<file path="src/rtl/bcd_divisibility_seq.sv">
// rtl/bcd_divisibility_seq.sv - sequential BCD divisibility checker, MSD-first Horner remainder
// One digit per clock; results are registered and announced by a one-cycle o_valid.
module bcd_divisibility_seq #(
  parameter int DIGITS = 8,
  parameter int DIV_W  = 4
) (
  input  logic                  i_clk,
  input  logic                  i_rst,
  input  logic                  i_start,
  input  logic [4*DIGITS-1:0]   i_input,
  input  logic [DIV_W-1:0]      i_divisor,
  output logic                  o_ready,
  output logic                  o_valid,
  output logic                  o_output,
  output logic [DIV_W-1:0]      o_rem,
  output logic                  o_invalid,
  output logic                  o_err
);

  localparam int IDX_W = (DIGITS > 1) ? $clog2(DIGITS) : 1;

  typedef enum logic [1:0] {S_IDLE, S_RUN, S_DONE} state_t;

  state_t               r_state;
  state_t               w_next;
  logic [4*DIGITS-1:0]  r_operand;
  logic [DIV_W-1:0]     r_div;
  logic [DIV_W-1:0]     r_rem;
  logic [IDX_W-1:0]     r_idx;
  logic                 r_inv;
  logic                 r_err;

  logic                 w_accept;
  logic [3:0]           w_digit;
  logic [DIV_W+3:0]     w_acc;
  logic [DIV_W-1:0]     w_rem_next;

  assign w_accept = (r_state == S_IDLE) && i_start;

  // The operand shifts left each RUN cycle, so the current digit is always the top nibble.
  assign w_digit = r_operand[4*DIGITS-1 -: 4];
  assign w_acc   = {1'b0, r_rem, 3'b000} + {3'b000, r_rem, 1'b0} + {{DIV_W{1'b0}}, w_digit};
  assign w_rem_next = (r_div == '0) ? '0 : DIV_W'(w_acc % {4'b0000, r_div});

  always_ff @(posedge i_clk or posedge i_rst) begin
    if (i_rst) r_state <= S_IDLE;
    else       r_state <= w_next;
  end

  always_comb begin
    w_next = r_state;
    case (r_state)
      S_IDLE:  if (i_start) w_next = (i_divisor == '0) ? S_DONE : S_RUN;
      S_RUN:   if (r_idx == '0) w_next = S_DONE;
      S_DONE:  w_next = S_IDLE;
      default: w_next = S_IDLE;
    endcase
  end

  always_comb begin
    o_ready = (r_state == S_IDLE);
  end

  always_ff @(posedge i_clk or posedge i_rst) begin
    if (i_rst) begin
      r_operand <= '0;
      r_div     <= '0;
      r_rem     <= '0;
      r_idx     <= '0;
      r_inv     <= 1'b0;
      r_err     <= 1'b0;
    end else if (w_accept) begin
      r_operand <= i_input;
      r_div     <= i_divisor;
      r_rem     <= '0;
      r_idx     <= IDX_W'(DIGITS - 1);
      r_inv     <= 1'b0;
      r_err     <= (i_divisor == '0);
    end else if (r_state == S_RUN) begin
      // Non-BCD nibbles flag INVALID but still feed the arithmetic unchanged.
      r_rem     <= w_rem_next;
      r_inv     <= r_inv | (w_digit > 4'd9);
      r_operand <= r_operand << 4;
      if (r_idx != '0) r_idx <= r_idx - 1'b1;
    end
  end

  always_ff @(posedge i_clk or posedge i_rst) begin
    if (i_rst) begin
      o_valid   <= 1'b0;
      o_output  <= 1'b0;
      o_rem     <= '0;
      o_invalid <= 1'b0;
      o_err     <= 1'b0;
    end else begin
      o_valid <= (r_state == S_DONE);
      if (r_state == S_DONE) begin
        o_rem     <= r_rem;
        o_output  <= (r_rem == '0) && !r_inv && !r_err;
        o_invalid <= r_inv;
        o_err     <= r_err;
      end
    end
  end

endmodule

</file>
<file path="config.mk">
export PLATFORM = sky130hd
export DESIGN_NAME = bcd_divisibility_seq
export DESIGN_NICKNAME = d
export VERILOG_FILES = /design/src/rtl/bcd_divisibility_seq.sv
export SDC_FILE = /design/constraint.sdc
export NUM_CORES = 1
export LEC_CHECK = 0
export CAP_MARGIN = 20
export CORE_AREA = 4 4 95 97
export CTS_CLUSTER_DIAMETER = 80
export DETAILED_ROUTE_END_ITERATION = 16
export DIE_AREA = 0 0 99 101
export PLACE_DENSITY = 0.74
export SYNTH_ARGS = -nofsm -noshare
export SYNTH_HDL_FRONTEND = slang
export SYNTH_SLANG_ARGS = --single-unit
</file>
<file path="constraint.sdc">
create_clock -name i_clk -period 15.01 [get_ports i_clk]
set_input_delay 1.501 -clock i_clk [delete_from_list [all_inputs] [get_ports i_clk]]
set_output_delay 1.501 -clock i_clk [all_outputs]
set_load 0.005 [all_outputs]
</file>
* Word-level counts from Yosys, hierarchy flattened
Cells that the tools add are included.
** Operators by class
- Equality and inequality tests :: 4
- Magnitude comparators :: 1
- Reduce and logical (&&, ||, !) cells :: 15
- Add/sub/neg operators :: 3
- Bitwise logic cells :: 1
- Div/mod/pow operators :: 1
- Multiplexer cells :: 14
** Operators by type and width (number)
- 32-bit 2-to-1 mux :: 2
- 4-bit logical NOT :: 3
- 4-bit 2-to-1 mux :: 3
- 3-bit 2-to-1 mux :: 3
- 7-bit by 5-bit adder with 8-bit output :: 1
- 8-bit by 4-bit adder with 8-bit output :: 1
- 8-bit by 4-bit modulo with 8-bit output :: 1
- 2-bit 2-to-1 mux :: 3
- 4-bit > comparator (second input constant) :: 1
- 2-bit != test (second input constant) :: 2
- 2-bit one-hot mux with 2 select lines :: 1
- 2-bit AND reduction :: 2
- 2-bit nonzero test :: 2
- 1-bit logical AND :: 3
- 3-bit logical NOT :: 1
- 3-bit nonzero test :: 1
- 3-bit by 1-bit subtractor with 3-bit output (second input constant) :: 1
- 2-bit by 1-bit equality test with 1-bit output (second input constant) :: 1
- 2-bit equality test (second input constant) :: 1
- 1-bit logical NOT :: 2
- 2-bit logical NOT :: 1
- 1-bit 2-to-1 mux :: 2
- 1-bit OR :: 1
** Word-level totals
- Flip-flop bits (word level) :: 55
- Input bits :: 39
- Word-level logic and storage cells :: 51

* Longest topological paths before layout
- Word-level depth :: 6
- Depth in mapped cells :: 54

* Worst setup path after synthesis
OpenSTA, ideal clock, no wires.
- Path type :: flip-flop to flip-flop
- Start point :: register r_rem[0]
- End point :: register r_rem[2]
- Period minus slack after synthesis :: 10752 ps
- Setup slack :: 4258 ps
- Cell stages (with the launch flop) :: 49
- Library setup time :: 95 ps
- Arrival :: 10656 ps
- Path through :: dfrtp_1 fa_1 fa_1 a211oi_1 o21a_1 nor2_1 ha_1 o21a_1 o21a_1 mux2_4 and2_1 ha_1 and4bb_2 a31o_2 a22o_1 ha_1 or3_1 o221a_2 [13 not listed] ha_1 o21a_1 o21ai_0 nand2b_1 a21oi_1 and3_2 mux2_2 inv_1 ha_1 nand2_1 a21boi_0 o21ai_0 nand2b_1 nor2_1 nor4b_1 mux2i_1 and2_4 o31ai_1
** On the way
- Word-level cells in the longest chain between the ends :: 6
** Ends and longest elaborated chain
- start: declaration :: RTL line 28 : logic [DIV_W-1:0] r_rem;
- start signal: assignment :: RTL line 81 : r_rem <= w_rem_next;
- 7-bit by 5-bit adder with 8-bit output :: RTL line 42 : assign w_acc = {1'b0, r_rem, 3'b000} + {3'b000, r_rem, 1'b0} + {{DIV_W{1'b0}}, w_digit};
- 8-bit by 4-bit adder with 8-bit output :: RTL line 42
- 8-bit by 4-bit modulo with 8-bit output :: RTL line 43 : assign w_rem_next = (r_div == '0) ? '0 : DIV_W'(w_acc % {4'b0000, r_div});
- 4-bit 2-to-1 mux :: RTL line 43
- 4-bit 2-to-1 mux :: RTL line 79 : end else if (r_state == S_RUN) begin
- 4-bit 2-to-1 mux :: RTL line 72 : end else if (w_accept) begin
Every way passes these cells. The select of a mux whose other input is x is not followed.
A chain may end at the register's enable or synchronous reset.

* Worst setup path in the final report
- Start point :: register r_rem[0]
- End point :: register r_rem[1]
The elaborated chain is that of the path after synthesis.

==> run_results.csv <==
group,metric,value,unit
yosys,synth_cell_types,61,
cells_and_area,nFillCells,692,
drt,dr.pass1.iters,6,
global_routing,grt_max_degree,56,
drt,post_drt_wl_per_cell,15.5,um
placement,dp_hpwl,7010,um
sta,fmax,83.3,MHz
worst_setup_path,cp_common_cell,"ha_1",
cts,clkSlewWorstSetupHoldPaths,0.10,ns
global_routing,grt_pass1_vias,3409,
placement,port_buffers,47,
cts,cts_setup_buffers,0,
cts,htreeDepth,2,
worst_setup_path,cpPeakStageDelay,0.55,ns
worst_setup_path,cp_max_fo,8,
drt,drt_iter0_drc,222,
cts,clock-sinks,55,
drt,wl,9330,um
sta,tightestPinTransition,0.681,ns
floorplanning,die_area,10000,um^2
global_routing,grt_usage,0.188,
yosys,synth_flop_cell,"dfrtp_1",
cts,clock_path_buffers,2,
yosys,synthCells,455,
outcome,status,"complete, no violations",
worst_setup_path,critPathLaunchType,"register",
worst_setup_path,worstSetupEndpointType,"register",
worst_setup_path,cp.arrival,12.22,ns
cts,cts-hold-fix-buffers,0,
cts,post_cts_resized,0,
worst_setup_path,crit_cells,47,
worst_setup_path,r2r_start,"r_rem[0]",
cts,clk_latency,0.30,ns
yosys,synth_xor_area_frac,0.0306,
min_path,min_path_type,"register to register",
sta,rsz0062_at_grt,"false",
placement,gp_congestion,0.928,
cts,cts_root_buffer,"clkbuf_8",
worst_setup_path,r2r_slack,3.01,ns
cts,tritoncts,"built",
sta,worst_clock_skew,0.00834,ns
cells_and_area,antennaDiodeCount,0,
sta,finalCritPeriodShare,0.800,
worst_setup_path,r2r-end,"r_rem[1]",
yosys,synth_compound_area_frac,0.214,
cts,cts_buffers,5,
sta,finalHoldViolCount,0,
sta,finalSetupTns,0,ns
worst_setup_path,cp-startpoint,"r_rem[0]",
yosys,synth.area.top_cells,"dfrtp_1 (34%), ha_1 (12%), nand2_1 (8.4%)",
yosys,synth_common_cells,"nand2_1 (90), dfrtp_1 (55), ha_1 (38)",
placement,place_inst,596,
floorplanning,rows,33,
drt,drc,0,
yosys,synth_edf_count,0,
floorplanning,core,8130,um^2
worst_setup_path,worstPathRequired,15.22,ns
yosys,synthMuxAreaShare,0.0503,
worst_setup_path,crit_family,"compound AO/OA/AOI/OAI gates",
floorplanning,ios,48,
yosys,netlist_area,4010,um^2
cells_and_area,instances_no_fill,604,
drt,drtAntennaViolNets,0,
yosys,synth_nets,535,
floorplanning,die_width,99,um
global_routing,overflow,0,
yosys,yosysTopAreaCell,"dfrtp_1",
sta,drv_slew,0,
sta,min_period,12.00,ns
global_routing,grt_pass1_wl,15400,um
sta,maxSlewHeadroom,0.546,
job,cap_violations,0,
yosys,yosysSeqAreaShare,0.344,
drt,routed_via_density,5.77,
yosys,synth-simple-area-share,0.190,
floorplanning,die_y,101,um
yosys,synth.avg_cell_area,8.80,um^2
worst_setup_path,crit_slowest_cell,"or3b_1",
yosys,ys.warnings.count,0,
yosys,synth-seq-cells,55,
cells_and_area,syn2layout_area_growth,16.4,%
global_routing,antenna_found_initial,0,
yosys,synth_adder_area_share,0.134,
worst_setup_path,reg2reg_depth,47,
cells_and_area,nNetsFinal,578,
yosys,yosysMostFrequentCell,"nand2_1",
worst_setup_path,cp_num_buf_inv,1,
yosys,yosys.area.top_type_share,0.344,
floorplanning,start_util,0.492,
worst_setup_path,crit_end,"r_rem[1]",
sta,setup_viol,0,
yosys,synth_top_family_by_area,"compound AO/OA/AOI/OAI gates",
drt,route.vias.total,3486,
yosys,async_reset_ff_frac,1.00,
cells_and_area,drive_gt1_frac,0.0721,
worst_setup_path,criticalPathCategory,"register to register",
[registers in the layout, indices dropped and copies added, names as in the netlist]
name	flops
o_output	1
o_err	1
r_err	1
o_valid	1
o_invalid	1
r_div	4
r_rem	4
r_operand	32
o_rem	4
r_state	2
r_inv	1
r_idx	3
[routing by layer]
layer  vias to the layer above  wire, um  GRT usage  share of wire
met5                         -         0          0              0
met3                        17       398     0.0270          0.043
met2                        86      4540      0.329           0.49
li1                       1722         -          -              -
met4                         0       190     0.0662          0.020
met1                      1661      4200      0.237           0.45
[worst register-to-register path: cells and delay by family, from the launching register on]
| family | cells | cell delay, ns |
|---|---|---|
| AND/OR/NAND/NOR | 9 | 2.06 |
| adder cells (fa/ha/maj) | 10 | 3.39 |
| AO/OA/AOI/OAI | 24 | 5.09 |
| buffers and inverters | 1 | 0.09 |
| flip-flops | 1 | 0.47 |
| multiplexers | 3 | 0.82 |
[layout make-up]
class	count	area, um^2	area share
multi-input cells	362	2480	0.533
flip-flops and latches	55	1380	0.295
repair buffers	51	500	0.107
well taps	105	131	0.0282
inverters	23	86.3	0.0185
clock buffers	6	72.6	0.0156
clock inverters	2	12.5	0.00268
[worst min path at each step]
stage / depth (start not counted) / slack, ns / start / to
finish: 2 / 0.49 / r_operand[10] / r_operand[10]
floorplan: 2 / 0.45 / r_operand[10] / r_operand[10]
global placement: 2 / 0.46 / r_operand[23] / r_operand[23]
global route: 2 / 0.51 / r_operand[10] / r_operand[10]
CTS: 2 / 0.49 / r_operand[26] / r_operand[26]
detailed placement: 2 / 0.46 / r_operand[26] / r_operand[26]
[kinds of logic (layout without fill, tap and decap cells)]
logic type,count (synthesis),after routing
and+or+nand+nor,165,165
AOI/OAI and AO/OA,124,124
DFF,55,55
adders and majority gates,41,41
buffers and inverters,38,82
muxes,18,18
xor gates and xnor gates,14,14
[metrics by stage]
step,instance area [um^2],hold slack (ns),utilization,setup WS [ns]
after floorplan,4010,0.447,-,4.26
after global placement,4580,0.460,0.563,3.61
after detailed placement,4580,0.465,0.563,3.18
after CTS,4660,0.488,0.573,3.12
after global routing,4660,0.509,0.573,2.05
final,4660,0.485,0.573,3.01
[layout by cell type (no fill, tap or decap), types with 3 or more instances in the layout]
cell and instances:
nor2_1 21, clkbuf_8 5, or2_2 3, o31ai_1 4, nor3_1 11, dfrtp_1 55
clkdlybuf4s50_1 47, nand2b_1 5, fa_1 3, nand3b_1 3, o211ai_1 5, inv_1 22
a21o_1 6, a211oi_1 4, ha_1 38, a31oi_1 3, and2_1 4, mux2_2 6
a32oi_1 3, buf_4 4, mux2i_1 9, nor4_1 3, xnor2_1 8, a22oi_1 27
xor2_1 6, a21oi_1 24, nand3_1 8, nand2_1 90, o21a_1 10, o21ai_0 18
Power is not shown: default switching activity piles up to over one toggle a cycle in this logic, so the estimate is an artifact.
